--- src/rtl/lsu_ctrl.sv ---
// lsu_ctrl: load/store sequencer between the slice datapath and data memory.
// Latches an access on start, checks size/alignment, runs the dmem
// request/response handshake with a bounded wait, and returns shifted load
// data plus one-hot load-type strobes for the slices to sign/zero extend.
module lsu_ctrl #(
  parameter int TIMEOUT = 256
) (
  input  logic        clk,
  input  logic        rst,
  input  logic        start,
  input  logic        is_store,
  input  logic [2:0]  funct3,
  input  logic [31:0] addr,
  input  logic [31:0] wdata,
  output logic        dmem_req,
  output logic        dmem_we,
  output logic [31:0] dmem_addr,
  output logic [3:0]  dmem_wmask,
  output logic [31:0] dmem_wdata,
  input  logic        dmem_ready,
  input  logic        dmem_rvalid,
  input  logic [31:0] dmem_rdata,
  output logic [31:0] load_data,
  output logic        lb,
  output logic        lh,
  output logic        lw,
  output logic        lbu,
  output logic        lhu,
  output logic        busy,
  output logic        done,
  output logic        err
);

  localparam int CNT_W = $clog2(TIMEOUT + 1);
  // Abort fires on the edge where the counter would reach TIMEOUT, so the
  // stored count never exceeds TIMEOUT and cannot wrap.
  localparam logic [CNT_W-1:0] CNT_LAST = CNT_W'(TIMEOUT - 1);

  typedef enum logic [1:0] {IDLE, REQ, WAIT, DONE} state_t;

  state_t            state_q;
  logic              is_store_q;
  logic [2:0]        funct3_q;
  logic [1:0]        off_q;
  logic [CNT_W-1:0]  cnt_q;
  logic              timeout_hit;
  logic              dmem_we_q;
  logic [31:0]       dmem_addr_q;
  logic [3:0]        dmem_wmask_q;
  logic [31:0]       dmem_wdata_q;
  logic [31:0]       load_data_q;
  logic [4:0]        stb_q;
  logic              busy_q;
  logic              done_q;
  logic              err_q;

  logic              legal_d;
  logic [3:0]        wmask_d;
  logic [31:0]       wdata_d;
  logic [4:0]        stb_d;
  logic [31:0]       rdata_shift;

  // Legality check and store lane encoding from the raw start-time inputs.
  always_comb begin
    legal_d = 1'b0;
    wmask_d = 4'b0000;
    wdata_d = 32'h0;
    case (funct3)
      3'b000:  legal_d = 1'b1;
      3'b001:  legal_d = ~addr[0];
      3'b010:  legal_d = (addr[1:0] == 2'b00);
      3'b100:  legal_d = ~is_store;
      3'b101:  legal_d = ~is_store & ~addr[0];
      default: legal_d = 1'b0;
    endcase
    if (is_store) begin
      case (funct3[1:0])
        2'b00: begin
          wmask_d = 4'b0001 << addr[1:0];
          wdata_d = {4{wdata[7:0]}};
        end
        2'b01: begin
          wmask_d = 4'b0011 << addr[1:0];
          wdata_d = {2{wdata[15:0]}};
        end
        default: begin
          wmask_d = 4'b1111;
          wdata_d = wdata;
        end
      endcase
    end
  end

  // Load-type strobe decode, byte-lane alignment of the response and timeout compare.
  always_comb begin
    case (funct3_q)
      3'b000:  stb_d = 5'b10000;
      3'b001:  stb_d = 5'b01000;
      3'b010:  stb_d = 5'b00100;
      3'b100:  stb_d = 5'b00010;
      3'b101:  stb_d = 5'b00001;
      default: stb_d = 5'b00000;
    endcase
    rdata_shift = dmem_rdata >> {off_q, 3'b000};
    timeout_hit = (cnt_q >= CNT_LAST);
  end

  // Access sequencer with registered handshake, result and status outputs.
  always_ff @(posedge clk or negedge rst) begin
    if (!rst) begin
      state_q      <= IDLE;
      is_store_q   <= 1'b0;
      funct3_q     <= 3'b000;
      off_q        <= 2'b00;
      cnt_q        <= '0;
      dmem_we_q    <= 1'b0;
      dmem_addr_q  <= 32'h0;
      dmem_wmask_q <= 4'b0000;
      dmem_wdata_q <= 32'h0;
      load_data_q  <= 32'h0;
      stb_q        <= 5'b00000;
      busy_q       <= 1'b0;
      done_q       <= 1'b0;
      err_q        <= 1'b0;
    end else begin
      done_q <= 1'b0;
      err_q  <= 1'b0;
      case (state_q)
        IDLE: begin
          if (start) begin
            is_store_q <= is_store;
            funct3_q   <= funct3;
            off_q      <= addr[1:0];
            cnt_q      <= '0;
            busy_q     <= 1'b1;
            if (legal_d) begin
              dmem_we_q    <= is_store;
              dmem_addr_q  <= {addr[31:2], 2'b00};
              dmem_wmask_q <= wmask_d;
              dmem_wdata_q <= wdata_d;
              state_q      <= REQ;
            end else begin
              stb_q   <= 5'b00000;
              done_q  <= 1'b1;
              err_q   <= 1'b1;
              state_q <= DONE;
            end
          end
        end
        REQ: begin
          cnt_q <= cnt_q + 1'b1;
          if (dmem_ready) begin
            if (is_store_q) begin
              stb_q   <= 5'b00000;
              done_q  <= 1'b1;
              state_q <= DONE;
            end else begin
              state_q <= WAIT;
            end
          end else if (timeout_hit) begin
            stb_q   <= 5'b00000;
            done_q  <= 1'b1;
            err_q   <= 1'b1;
            state_q <= DONE;
          end
        end
        WAIT: begin
          cnt_q <= cnt_q + 1'b1;
          if (dmem_rvalid) begin
            load_data_q <= rdata_shift;
            stb_q       <= stb_d;
            done_q      <= 1'b1;
            state_q     <= DONE;
          end else if (timeout_hit) begin
            stb_q   <= 5'b00000;
            done_q  <= 1'b1;
            err_q   <= 1'b1;
            state_q <= DONE;
          end
        end
        default: begin
          busy_q  <= 1'b0;
          state_q <= IDLE;
        end
      endcase
    end
  end

  assign dmem_req   = (state_q == REQ);
  assign dmem_we    = dmem_we_q;
  assign dmem_addr  = dmem_addr_q;
  assign dmem_wmask = dmem_wmask_q;
  assign dmem_wdata = dmem_wdata_q;
  assign load_data  = load_data_q;
  assign {lb, lh, lw, lbu, lhu} = stb_q;
  assign busy       = busy_q;
  assign done       = done_q;
  assign err        = err_q;

endmodule

--- config.mk ---
export PLATFORM = sky130hd
export DESIGN_NAME = lsu_ctrl
export DESIGN_NICKNAME = d
export VERILOG_FILES = /design/src/rtl/lsu_ctrl.sv
export SDC_FILE = /design/constraint.sdc
export NUM_CORES = 1
export LEC_CHECK = 0
export ABC_AREA = 0
export BUFFER_PORTS_ARGS = -buffer_cell sky130_fd_sc_hd__buf_2
export CORE_MARGIN = 5
export CORE_UTILIZATION = 25
export DETAILED_ROUTE_END_ITERATION = 8
export GPL_TIMING_DRIVEN = 0
export PLACE_DENSITY = 0.47
export SYNTH_ARGS = -nofsm -noshare
export SYNTH_HDL_FRONTEND = slang
export SYNTH_SLANG_ARGS = --single-unit
export TNS_END_PERCENT = 5
--- constraint.sdc ---
create_clock -name clk -period 4.4 [get_ports clk]
set_clock_uncertainty 0.1 [all_clocks]
set_input_delay 0.44 -clock clk [delete_from_list [all_inputs] [get_ports clk]]
set_output_delay 0.44 -clock clk [all_outputs]
set_load 0.1 [all_outputs]
* After elaboration in Yosys (flattened, before gate mapping) *
Index checks and enable logic that the tools add are counted.

word-level totals
  bits in registers = 124
  bits of input ports = 105
  output and inout port bits = 110

cells by class
  reductions and logical operators = 14
  muxes and demuxes = 34
  magnitude comparators = 1
  shifts and indexed selects = 3
  bitwise logic cells = 4
  add/sub/neg operators = 1
  equality and inequality tests = 14

operators with widths
  cell                                                                                 number
  32-bit case mux with 2 select lines                                                  1
  32-bit 2-to-1 mux                                                                    1
  32-bit by 5-bit >> shifter with 32-bit output                                        1
  5-bit 2-to-1 mux                                                                     6
  5-bit case mux with 5 select lines                                                   1
  9-bit case mux with 2 select lines                                                   1
  5-bit case mux with 3 select lines                                                   1
  3-bit == test, second input constant                                                 4
  1-bit 2-to-1 mux                                                                     10
  2-bit 2-to-1 mux                                                                     5
  9-bit by 1-bit adder with 9-bit output, second input constant                        1
  9-bit by 8-bit greater-or-equal comparator with 1-bit output, second input constant  1
  9-bit 2-to-1 mux                                                                     1
  4-bit case mux with 2 select lines                                                   1
  2-bit AND reduction                                                                  4
  3-bit by 1-bit == test with 1-bit output, second input constant                      2
  3-bit by 2-bit == test with 1-bit output, second input constant                      2
  2-bit logical NOT                                                                    3
  3-bit logical NOT                                                                    2
  1-bit case mux with 3 select lines                                                   2
  2-bit case mux with 3 select lines                                                   1
  1-bit case mux with 5 select lines                                                   1
  2-bit by 1-bit == test with 1-bit output, second input constant                      2
  4-bit 2-to-1 mux                                                                     1
  other kinds (13)                                                                     16

* Depth between registers and ports, before layout *
  word-level depth = 6
  depth in mapped cells = 9

* Worst setup path before layout *
OpenSTA, ideal clock, no wires.

  path kind = register to register
  from = register state_q[1]
  to = register state_q[0]
  cell stages (with the launch flop) = 7
  path buffers = 0
  arrival = 2.054 ns
  path slack = 2.130 ns
  clock period less this slack = 2.270 ns
  path through = dfrtp_1 -> inv_1 -> ha_1 -> nand2b_1 -> nand2_1 -> a32oi_1 -> o311ai_0

between the ends
  longest elaborated chain between the ends = 2
  elaborated cells on any way between the ends = 5
  classes of those cells = eq/ne (3); mux (1); reduce/logical (1)

ends and longest elaborated chain
  what                                      line  RTL
  from (decl)                               41    state_t state_q;
  from (signal assigned)                    111   state_q <= IDLE;
  from (signal assigned)                    141   state_q <= REQ;
  from (signal assigned)                    146   state_q <= DONE;
  2-bit by 1-bit == test with 1-bit output  -
  net dmem_req                              15    output logic dmem_req,
  2-bit case mux with 3 select lines        128   case (state_q)

The timed path passes the listed nets, and every way through them passes these cells.
A chain may end at the register's enable or synchronous reset.

* Worst setup path after layout *
  from = register state_q[1]
  to = register dmem_wmask_q[2] (netlist: dmem_wmask[2])

between the ends
  longest elaborated chain between the ends = 2

ends and longest elaborated chain
  what                           line  RTL
  2-bit logical NOT              128
  3-bit AND reduction (no line)  -
  to (signal assigned)           139   dmem_wmask_q <= wmask_d;
  to (decl)                      49    logic [3:0] dmem_wmask_q;

Every way passes these cells.

==> impl_metrics.csv <==
group,metric,value,unit
die,initial_core_util,25.4,%
cells_and_area,seqCellArea,3100,um2
global_routing,grt_pass1_vias,5371,
critical_path,path_max_fanout,10,
place,place_hpwl,14600,um
sta,tns,0,ps
sta,hold_viol,0,
detailed_routing,wirelength,19100,um
sta,worst_pin_slew,1010,ps
clock_network,numCtsBuffers,17,
yosys,yosysTopAreaCell,"dfrtp_1",
detailed_routing,via_count,5013,
sta,period_share,57.7,%
clock_network,htree_levels,4,
global_routing,grt_max_degree,69,
yosys,synth_cells,549,
sta,setup_viol,0,
yosys,synthArstFlopShare,100,%
die,num_rows,56,
die,die-area,26900,um2
clock_network,path_clk_slew,70,ps
yosys,yosys-top-cells-area,"dfrtp_1 52%, mux2_2 8.2%, mux2i_1 7.3%",
detailed_routing,drt-pass1-iter-count,4,
die,die_h,164,um
global_routing,grt_first_pass_wirelength,30600,um
global_routing,grt_overflow,0,
place,dp.cells,1081,
global_routing,grt_antenna_before_repair,3,
yosys,ys_seq_area_share,52.3,%
yosys,synth_flop_cell,"dfrtp_1",
critical_path,cp_data_arrival_time,2780,ps
sta,fin_ws,1860,ps
yosys,synth_edf_count,0,
critical_path,endpoint_kind,"flop",
detailed_routing,drc,0,
cells_and_area,drive_above_1_share,42.0,%
sta,relSlewSlack,32.5,%
critical_path,worstPathRequired,4650,ps
detailed_routing,drtIter0Drc,194,
cells_and_area,multi_input_area,2610,um2
cells_and_area,final_util,34.1,%
detailed_routing,viasPerCell,4.50,
run_status,outcome,"finished, final reports clean",
cells_and_area,layout_commonest_cell,"buf_2",
die,core,23400,um2
sta,max_clock_freq,0.394,GHz
die,boundaryPins,215,
detailed_routing,wl_per_cell,17.2,um
clock_network,cts_hold_buf,1,
yosys,syn_area_per_cell,10.8,um2
critical_path,critPathKind,"reg -> reg",
clock_network,postCtsSetupRepairBufs,0,
critical_path,crit_start,"state_q[1]",
clock_network,cts_root_buf,"clkbuf_16",
yosys,syn_area,5930,um2
critical_path,critPathLaunchType,"flop",
die,die_w,164,um
cells_and_area,area_growth_syn_to_layout,34.5,%
place,dpl_worst_slack,1790,ps
place,numPortBuffers,211,
cells_and_area,antenna_cells,0,
critical_path,worstReg2RegStart,"state_q[1]",
yosys,synth-seq-cells,124,
worst_hold_path,min_from,"addr[29]",
clock_network,clock-sinks,124,
sta,final.min_clock_period,2540,ps
yosys,synth.top_cell.area_share,52.3,%
cells_and_area,instances_no_fill,1114,
place,gp_congestion,0.768,
clock_network,cts_resized,0,
flow_run,cap_violations,0,
cells_and_area,fill_cells,2514,
global_routing,track_usage,14.6,%
cells_and_area,final_cell_mix,"223 x buf_2, 124 x dfrtp_1, 66 x nand2_1, 43 x mux2_2, 43 x mux2i_1",
yosys,synth_cell_types,43,
cells_and_area,nets,893,
clock_network,cts_tree,"yes",
sta,grt_setup_unrepaired,"false",
yosys,yosys_warnings,0,
clock_network,max-clock-path-buffers,2,
worst_hold_path,hp-class,"in -> reg",
critical_path,r2r_slack,1860,ps
clock_network,clock_latency,410,ps
sta,maxSlewViolCount,0,
detailed_routing,ant_nets,0,
==> worst paths after layout <==
| kind | end | cells past startpoint |
|---|---|---|
| worst min register to register | load_data[22] | 2 |
| min in group asynchronous | load_data[19] | 2 |
| max in group asynchronous | dmem_wdata[8] | 3 |
| worst max register to register | dmem_wmask[2] | 9 |
| worst min-delay path | dmem_addr[29] | 2 |
| worst max-delay path | dmem_wmask[2] | 9 |
==> final cells by class <==
class / instances / share of cell area (%)
Sequential cell: 124 / 38.9
Multi-Input combinational cell: 380 / 32.7
Timing Repair Buffer: 213 / 13.8
Clock buffer: 18 / 5.38
Tap cell: 319 / 5.00
Buffer: 35 / 2.32
Clock inverter: 14 / 1.43
Inverter: 11 / 0.517
==> routing by layer <==
layer  GRT usage [%]  share of wire [%]  vias up
met4            3.93                1.2        6
met5               0               0.18        -
met3            4.72                6.1       19
li1                -                  -     2416
met1            18.9                 45     2445
met2            23.4                 47      127
==> kinds of logic (layout without fill, tap and decap cells) <==
| group | count (synthesis) | in the layout | share of synthesized area, % |
|---|---|---|---|
| other | 1 | 2 | 0.0632 |
| multiplexers | 86 | 86 | 15.4 |
| flip-flops | 124 | 124 | 52.3 |
| adder cells (fa/ha/maj) | 6 | 6 | 1.27 |
| AND/OR/NAND/NOR | 153 | 153 | 12.0 |
| buffers and inverters | 46 | 291 | 3.82 |
| AO/OA/AOI/OAI | 133 | 133 | 15.1 |
==> cells in the mapped netlist (2+ instances only) <==
cell,instances
a211oi_1,8
o21bai_1,2
o21ai_0,37
buf_2,13
mux2_2,43
o211ai_1,4
ha_1,6
o221ai_1,3
a22o_1,18
clkbuf_1,14
inv_1,11
nand3_1,10
o21ai_2,19
buf_6,4
a311o_1,2
nand2_1,66
nor2_2,2
or2_2,4
buf_1,2
nand2b_1,8
nor4_1,2
a21oi_1,33
nor3_1,7
dfrtp_1,124
nor2b_1,11
nand4_1,4
buf_4,2
nor2_1,33
mux2i_1,43
==> worst max-delay path: stages, from the launching register on <==
cell	delay (ps)
dfrtp_1	420
inv_1	80
ha_1	180
buf_2	170
nand2_1	320
o21bai_1	370
buf_2	380
buf_2	290
nand2_1	100
o21ai_2	60
==> per-stage QoR <==
step | hold WS, ps | area (um2)
2_1_floorplan | 44.4 | 5940
3_3_place_gp | 362 | 7390
5_1_grt | 121 | 7980
3_5_place_dp | 359 | 7430
4_1_cts | 119 | 7980
6_report | 136 | 7980
==> sequential cells by signal, indices dropped and copies added, names as in the netlist, 3 cells and up <==
register / count
cnt_q: 9
dmem_addr: 30
dmem_wdata: 32
dmem_wmask: 4
funct3_q: 3
load_data: 32
stb_q: 5
Power is not shown: default switching activity piles up to over one toggle a cycle in this logic, so the estimate is an artifact.
